## config.mk

```make
export PLATFORM = sky130hd
export DESIGN_NAME = synth_voice_bank
export DESIGN_NICKNAME = d
export VERILOG_FILES = /design/src/rtl/synth_voice_bank.sv
export SDC_FILE = /design/constraint.sdc
export NUM_CORES = 1
export LEC_CHECK = 0
export CAP_MARGIN = 20
export CORE_MARGIN = 10
export CORE_UTILIZATION = 55
export DETAILED_ROUTE_END_ITERATION = 12
export MAX_ROUTING_LAYER = met4
export PLACE_DENSITY = 0.72
export SLEW_MARGIN = 10
export SYNTH_ARGS = -nofsm -noshare
export SYNTH_HDL_FRONTEND = slang
export SYNTH_SLANG_ARGS = --single-unit
```

## constraint.sdc

```tcl
create_clock -name clk -period 4.2 [get_ports clk]
set_clock_uncertainty 0.2 [all_clocks]
set_input_delay 0.42 -clock clk [delete_from_list [all_inputs] [get_ports clk]]
set_output_delay 0.42 -clock clk [all_outputs]
set_load 0.02 [all_outputs]
```

## src/rtl/synth_voice_bank.sv

```systemverilog
// Time-multiplexed N-voice oscillator bank: one voice evaluated per clk, summed and scaled once per sample tick.
// Optional SYNTH_SINE_EN: wave 3 becomes a registered quarter-wave sine ROM, which adds one ACCUM cycle.
module synth_voice_bank #(
   parameter int NUM_VOICES = 8,
   parameter int PHASE_W    = 24,
   parameter int OUT_W      = 16,
   parameter int SAMPLE_DIV = 2268
) (
   input  logic                          clk,
   input  logic                          rst_n,
   input  logic                          cfg_we,
   input  logic [$clog2(NUM_VOICES)-1:0] cfg_addr,
   input  logic [PHASE_W-1:0]            cfg_inc,
   input  logic [1:0]                    cfg_wave,
   input  logic                          cfg_en,
   input  logic                          cfg_phase_rst,
   output logic signed [OUT_W-1:0]       out_sample,
   output logic                          out_valid,
   input  logic                          out_ready,
   output logic                          overrun,
   input  logic                          overrun_clr,
   output logic                          busy
);
   localparam int VW    = $clog2(NUM_VOICES);
   localparam int ACC_W = OUT_W + VW;
   localparam int DIV_W = $clog2(SAMPLE_DIV);
`ifdef SYNTH_SINE_EN
   localparam logic [VW:0] LAST_V = (VW+1)'(NUM_VOICES);
`else
   localparam logic [VW:0] LAST_V = (VW+1)'(NUM_VOICES - 1);
`endif

   typedef enum logic [1:0] {IDLE, ACCUM, FINISH} state_t;

   state_t                  state_q, state_d;
   logic [DIV_W-1:0]        cnt_q, cnt_d;
   logic [VW:0]             v_q, v_d;
   logic signed [ACC_W-1:0] acc_q, acc_d;
   logic [PHASE_W-1:0]      inc_q [NUM_VOICES];
   logic [PHASE_W-1:0]      inc_d [NUM_VOICES];
   logic [PHASE_W-1:0]      phase_q [NUM_VOICES];
   logic [PHASE_W-1:0]      phase_d [NUM_VOICES];
   logic [1:0]              wave_q [NUM_VOICES];
   logic [1:0]              wave_d [NUM_VOICES];
   logic [NUM_VOICES-1:0]   en_q, en_d;
   logic signed [OUT_W-1:0] out_sample_q, out_sample_d;
   logic                    out_valid_q, out_valid_d;
   logic                    overrun_q, overrun_d;
   logic                    busy_q, busy_d;

   logic                    tick, live, hs;
   logic [VW-1:0]           cur;
   logic [OUT_W-1:0]        u, samp, add;
   logic [OUT_W-2:0]        tri_t;
   logic signed [ACC_W-1:0] add_x, acc_sh;

   assign cur = v_q[VW-1:0];
   assign u   = phase_q[cur][PHASE_W-1 -: OUT_W];

`ifdef SYNTH_SINE_EN
   localparam int  IDX_W = (OUT_W >= 10) ? 8 : OUT_W - 2;
   localparam real AMP   = 2.0 ** (OUT_W - 1) - 1.0;

   function automatic logic [OUT_W-2:0] sine_entry(input int i);
      real x;
      x = AMP * $sin(1.5707963267948966 * real'(i) / real'(2 ** IDX_W));
      return (OUT_W-1)'($rtoi(x + 0.5));
   endfunction

   logic [OUT_W-2:0]  rom [2**IDX_W];
   logic [IDX_W-1:0]  rom_idx;
   logic [OUT_W-1:0]  mag, sine_s, pipe_q, pipe_d;

   for (genvar g = 0; g < 2**IDX_W; g++) begin : g_rom
      assign rom[g] = sine_entry(g);
   end

   // second quadrant mirrors the table, lower half-cycle negates it
   always_comb begin
      rom_idx = u[OUT_W-2] ? ~u[OUT_W-3 -: IDX_W] : u[OUT_W-3 -: IDX_W];
      mag     = {1'b0, rom[rom_idx]};
      sine_s  = u[OUT_W-1] ? -mag : mag;
   end
`endif

   always_comb begin
      tri_t = u[OUT_W-1] ? ~u[OUT_W-2:0] : u[OUT_W-2:0];
      case (wave_q[cur])
         2'd0:    samp = u[OUT_W-1] ? {1'b1, {(OUT_W-1){1'b0}}} : {1'b0, {(OUT_W-1){1'b1}}};
         2'd1:    samp = {~u[OUT_W-1], u[OUT_W-2:0]};
`ifdef SYNTH_SINE_EN
         2'd3:    samp = sine_s;
`endif
         default: samp = {~tri_t[OUT_W-2], tri_t[OUT_W-3:0], 1'b0};
      endcase
   end

   always_comb begin
      tick  = (cnt_q == DIV_W'(SAMPLE_DIV - 1));
      cnt_d = tick ? '0 : cnt_q + 1'b1;
      hs    = out_valid_q & out_ready;
      live  = (state_q == ACCUM) && (v_q < (VW+1)'(NUM_VOICES));

      state_d      = state_q;
      v_d          = v_q;
      acc_d        = acc_q;
      busy_d       = busy_q;
      inc_d        = inc_q;
      wave_d       = wave_q;
      en_d         = en_q;
      phase_d      = phase_q;
      out_sample_d = out_sample_q;
      out_valid_d  = out_valid_q & ~hs;
      overrun_d    = overrun_q & ~overrun_clr;
      acc_sh       = acc_q >>> VW;

`ifdef SYNTH_SINE_EN
      pipe_d = pipe_q;
      if (live) pipe_d = en_q[cur] ? samp : '0;
      add = (v_q != '0) ? pipe_q : '0;
`else
      add = (live && en_q[cur]) ? samp : '0;
`endif
      add_x = {{VW{add[OUT_W-1]}}, add};

      if (live && en_q[cur]) phase_d[cur] = phase_q[cur] + inc_q[cur];

      case (state_q)
         IDLE: begin
            if (tick) begin
               state_d = ACCUM;
               busy_d  = 1'b1;
               acc_d   = '0;
               v_d     = '0;
            end
         end
         ACCUM: begin
            acc_d = acc_q + add_x;
            v_d   = v_q + 1'b1;
            if (v_q == LAST_V) state_d = FINISH;
         end
         FINISH: begin
            out_sample_d = acc_sh[OUT_W-1:0];
            out_valid_d  = 1'b1;
            if (out_valid_q && !out_ready) overrun_d = 1'b1;
            state_d = IDLE;
            busy_d  = 1'b0;
         end
         default: state_d = IDLE;
      endcase

      // a host write overrides the same-cycle phase advance of that voice
      if (cfg_we) begin
         inc_d[cfg_addr]  = cfg_inc;
         wave_d[cfg_addr] = cfg_wave;
         en_d[cfg_addr]   = cfg_en;
         if (cfg_phase_rst) phase_d[cfg_addr] = '0;
      end
   end

   always_ff @(posedge clk or negedge rst_n) begin
      if (!rst_n) begin
         state_q      <= IDLE;
         cnt_q        <= '0;
         v_q          <= '0;
         acc_q        <= '0;
         en_q         <= '0;
         out_sample_q <= '0;
         out_valid_q  <= 1'b0;
         overrun_q    <= 1'b0;
         busy_q       <= 1'b0;
         for (int i = 0; i < NUM_VOICES; i++) begin
            inc_q[i]   <= '0;
            phase_q[i] <= '0;
            wave_q[i]  <= '0;
         end
`ifdef SYNTH_SINE_EN
         pipe_q <= '0;
`endif
      end else begin
         state_q      <= state_d;
         cnt_q        <= cnt_d;
         v_q          <= v_d;
         acc_q        <= acc_d;
         en_q         <= en_d;
         out_sample_q <= out_sample_d;
         out_valid_q  <= out_valid_d;
         overrun_q    <= overrun_d;
         busy_q       <= busy_d;
         inc_q        <= inc_d;
         phase_q      <= phase_d;
         wave_q       <= wave_d;
`ifdef SYNTH_SINE_EN
         pipe_q <= pipe_d;
`endif
      end
   end

   assign out_sample = out_sample_q;
   assign out_valid  = out_valid_q;
   assign overrun    = overrun_q;
   assign busy       = busy_q;

endmodule

```

; ---- Yosys cells after proc, flatten, opt, wreduce, memory -nomap -nowiden
; Index checks and enable logic that the tools add are counted.
[classes]
addsub = 4
n_eq_ne = 7
magnitude_cmp = 8
muxes = 43
reduce_logical = 14
bitwise_logic = 12
[ops]
columns = op, n
row1 = 192-bit two-way mux, 3
row2 = 192-bit bitwise mux, 2
row3 = 192-bit bitwise AND, 1
row4 = 192-bit inverter, 1
row5 = 24-bit binary-select mux with 3-bit select, 2
row6 = 24-bit demux with 3-bit select, 2
row7 = 24-bit two-way mux, 6
row8 = 19-bit one-hot mux with 2 select lines, 1
row9 = 16-bit two-way mux, 2
row10 = 16-bit one-hot mux with 2 select lines, 1
row11 = 24-bit adder, 1
row12 = 19-bit by 16-bit adder with 19-bit output, 1
row13 = 19-bit two-way mux, 1
row14 = 16-bit bitwise mux, 1
row15 = 15-bit two-way mux, 1
row16 = 15-bit inverter, 1
row17 = "12-bit by 1-bit adder with 12-bit output, second input constant", 1
row18 = "12-bit equality test, second input constant", 1
row19 = 12-bit two-way mux, 1
row20 = 2-bit two-way mux, 5
row21 = 8-bit bitwise mux, 1
row22 = "4-bit >= comparator, second input constant", 2
row23 = "3-bit by 4-bit < comparator with 1-bit output, second input constant", 2
row24 = "4-bit by 1-bit < comparator with 1-bit output, second input constant", 2
row25 = 25 further kinds, 46
[totals]
reg_bits = 464
elab_cells = 121

; ---- Longest topological paths before layout
[depth]
depth_word = 11
mapped_depth = 20
mapped_depth_nobuf = 17

; ---- Worst setup path after synthesis
; Ideal clock, no wire load.
[synth_timing]
kind = register to register
start = reg v_q[2]
end = reg phase_q[166] in the netlist's numbering
period_less_slack_ps = 4510
setup_ps = 167
path_stages_with_launch = 19
n_path_buf = 4
slack_ps = -310
t_arrival_ps = 4143
cell_sequence = dfrtp_1 -> buf_2 -> and3b_1 -> buf_2 -> buf_1 -> buf_1 -> a22o_1 -> a221oi_1 -> nand3_1 -> ha_1 -> fa_1 -> a211oi_1 -> o21ai_0 -> a21oi_1 -> o21ai_0 -> a21oi_1 -> a31oi_1 -> xnor2_1 -> a211oi_1
[synth_rtl]
columns = element, line_no
row1 = from (decl), 37  ; logic [VW:0] v_q, v_d;
row2 = from (signal assigned), 183  ; v_q <= v_d;
row3 = to (signal assigned), 191  ; phase_q <= phase_d;
row4 = to (decl), 41  ; logic [PHASE_W-1:0] phase_q [NUM_VOICES];

; ---- Final worst setup path
[layout_timing]
start = reg v_q[0]
end = reg acc_q[17]
[layout_via]
elab_chain_cells = 11
word_cells_on_any_way = 23
cone_classes = 1 x add/sub / 1 x order compare / 1 x eq/ne / 13 x mux / 4 x bitwise / 3 x reduce/logical
[layout_rtl]
columns = element, line_no
row1 = 3-bit inverter with 4-bit output (implied by the code), "58, 88"
row2 = 24-bit binary-select mux with 3-bit select, 58  ; assign u = phase_q[cur][PHASE_W-1 -: OUT_W];
row3 = 24-bit two-way mux (implied by the code) (2 in a row), 58
row4 = 15-bit inverter, 87  ; tri_t = u[OUT_W-1] ? ~u[OUT_W-2:0] : u[OUT_W-2:0];
row5 = 15-bit two-way mux, 87
row6 = 1-bit inverter, 94  ; default: samp = {~tri_t[OUT_W-2], tri_t[OUT_W-3:0], 1'b0};
row7 = 16-bit one-hot mux with 2 select lines, 88  ; case (wave_q[cur])
row8 = 16-bit two-way mux *, 122  ; add = (live && en_q[cur]) ? samp : '0;
row9 = 19-bit by 16-bit adder with 19-bit output *, 138  ; acc_d = acc_q + add_x;
row10 = 19-bit one-hot mux with 2 select lines *, 128  ; case (state_q)
row11 = to (signal assigned), 166  ; acc_q <= '0;
row12 = to (signal assigned), 184  ; acc_q <= acc_d;
row13 = to (decl), 38  ; logic signed [ACC_W-1:0] acc_q, acc_d;
; Every way passes the cells marked *; elsewhere a longest branch is shown, timed or not. The select of a mux whose other input is x is not followed.
; A chain may end at the register's enable or synchronous reset.

==> impl_metrics.toml <==
[worst_setup_path]
arrival_ns = 4.74
worstPathRequired_ns = 4.49
slowest_stage = "dfrtp_2"
critical_path_peak_fanout = 6
end_kind = "flip-flop"
path_cells = "buf_12 > nor3b_4 > buf_4 > a22o_1 > a211oi_2 > buf_4 > nand4_1 > buf_4 > o21ai_0 > a221oi_2 > nor2_1 > ha_1 > a21oi_2 > and3_4 > nor3b_4 > o31ai_2 > buf_4 > a211oi_2 > or3_1 > a32o_1"
start_kind = "flip-flop"
crit_path_max_incr_delay_ns = 0.45
worst_path_most_repeated_cell = "buf_4"
crit_type = "flip-flop to flip-flop"
r2r_slack_ns = -0.24

[place]
place.port_buffers = 54
dp_hpwl_mm = 48.55
place_congestion = 0.9580
place_inst = 2958

[yosys]
synth_area_per_cell_um2 = 10.27
synthCells = 2236
ys_seq_area_share_pct = 50.57
synthMostInstantiatedCell = "dfrtp_1"
yosys_register_bits = 464
synth.cell_area_um2 = 22960
yosys.area.top_type = "dfrtp_1"
synth_edf_count = 0
synth-async-reset-ratio_pct = 100.0
ys_types = 80
yosys_most_used_dff = "dfrtp_1"
yosys-top-cells-area = "dfrtp_1, mux2_2, nand2_1"
ys_warn_count = 0
ys_top_cells_by_count = "dfrtp_1, nand2_1, mux2_2"
synth_fp_nets = 2317
netlist.area_leader.share_pct = 50.57

[grt]
grt_max_degree = 112
grt_pass1_vias = 19800
grtUsageTotal_pct = 29.77
antenna_found_initial = 0
grt_pass1_wl_mm = 114.2
overflow = 0

[clocking]
cts_tree = "yes"
root_buffer = "clkbuf_16"
cts_max_level = 2
worst_skew_pair.late_latency_ns = 0.62
cts_buffer_depth = 3
cts_inserted_buffers = 49
cts_sinks = 464
clk_pin_slew_worst_paths_ns = 0.06

[detailed_routing]
drtPass1Iterations = 7
drc = 0
drt_iter0_drc = 2220
vias = 19770
wl_per_cell_um = 24.10
routed_via_density = 6.402
ant_nets = 0
drt_wl_total_mm = 74.43

[power]
ir_worst_vdd_v = 0.0004116
leakagePower_uw = 0.01274
power.density_nw_per_um2 = 473.2

[sta]
hold_viol = 0
slew_headroom_pct = 41.80
final.setup.worst_slack_ns = -0.2448
setup_viol = 16
fin_tns_setup_ns = -1.442
tightest_slew_ns = 0.8712
rsz0062_at_grt = "yes"
final_max_slew_viol_count = 0
fmax_ghz = 0.2250
finalCritPeriodShare_pct = 105.8
post-route-min-period_ns = 4.445

[final_layout]
instances_no_fill = 3088
diodes = 0
fin_nets = 2607
drive_above_1_share_pct = 31.42
syn_to_final_growth_pct = 25.88

[die]
dieWidth_um = 224.3
ios = 55
dieArea_um2 = 50320
fp.dieH_um = 224.3
core-area_um2 = 41020
initial_utilization_pct = 55.98
rows = 74

[outcome]
violations = "setup timing"
run_status = "finished with violations"

[flow_run]
drv_cap = 0

[worst_hold_path]
hold_path.class = "primary input to flip-flop"
-- layer usage --
layer,vias to the layer above,GRT usage (%),share of wire [%]
met5,-,-,0
met4,0,12.46,4.6
met3,237,4.567,8.5
met2,997,46.94,47
met1,9872,37.96,40
li1,8663,-,-
-- worst max-delay path, delay by kind of cell (launching register included) --
family,cells,cell delay (ns)
AOI/OAI and AO/OA,8,1.40
adders and majority gates,1,0.29
buffers and inverters,5,0.89
DFF,1,0.45
and+or+nand+nor,6,1.07
-- layout make-up --
class | instances | area [um2]
repair buffers | 390 | 3528
multi-input cells | 1597 | 11450
inverters | 24 | 90.09
flip-flops and latches | 464 | 11610
fillers | 2953 | 12110
well taps | 532 | 665.6
clock buffers | 63 | 1329
clock inverters | 18 | 225.2
-- logic make-up (layout without fill, tap and decap cells) --
logic type,count (synthesis),count (layout),share of synthesized area [%]
AO/OA/AOI/OAI,541,541,15.83
XOR/XNOR,39,39,1.488
adder cells (fa/ha/maj),45,45,2.518
buffers and inverters,175,495,3.133
flip-flops,464,464,50.57
multiplexers,248,248,12.26
AND/OR/NAND/NOR,724,724,14.21
-- through the flow --
stage | area (um2) | util, % | hold slack [ns] | total power, uW | worst slack, ns
after floorplan | 23080 | - | -0.07559 | 7446 | 0.005188
after global placement | 26120 | 63.69 | 0.2587 | 8906 | -0.3064
after detailed placement | 26130 | 63.71 | 0.2617 | 9032 | -0.4064
after CTS | 28280 | 68.94 | 0.1587 | 13440 | -0.1089
after global routing | 28900 | 70.47 | 0.2081 | 14220 | -0.4414
final | 28900 | 70.47 | 0.1766 | 13680 | -0.2448
-- worst paths after layout --
| check | to | from | cells after the start |
|---|---|---|---|
| worst min register to register | out_sample[8] | out_sample[8] | 2 |
| max in group asynchronous | inc_q[63] | rst_n | 3 |
| worst max register to register | acc_q[17] | v_q[0] | 20 |
| min in group asynchronous | overrun | rst_n | 2 |
| worst min-delay path | overrun | overrun_clr | 2 |
| worst max-delay path | acc_q[17] | v_q[0] | 20 |
-- power by group --
group          internal (uW)  switching (uW)  total (uW)
clock                   2420            1850        4270
sequential              5250             448        5700
combinational           1770            1940        3700
-- state kept, by name, indices dropped and copies added, names as in the netlist --
signal and count:
busy 1, state_q 2, out_valid 1, phase_q 192, v_q 4, inc_q 192, overrun 1, out_sample 16
wave_q 16, acc_q 19, cnt_q 12, en_q 8
-- cells in the final DEF (no fill, tap or decap), drive strengths merged, types with 12 or more instances in the layout --
cell           count
clkinv            12
a21oi            188
a221oi            32
clkbuf            63
nand3             60
mux2             222
ha                43
xnor2             24
clkdlybuf4s50     53
o21ai             54
dfrtp            464
and3              20
nor2             105
a211oi            35
nand2            403
nor3              37
buf              334
inv               25
mux2i             22
a22o              20
nand4             21
xor2              15
a22oi            122
a21o              17
-- timing repair --
action | CTS | global route
pin swaps | 49 | 72
setup endpoints to repair | 78 | 135
gates cloned | 3 | 0
hold buffers | 1 | 0
resized for setup | 74 | 109
endpoints found under the hold margin | 84 | 0
buffers inserted | 28 | 21
No activity file was read; power rests on OpenSTA's default activity.
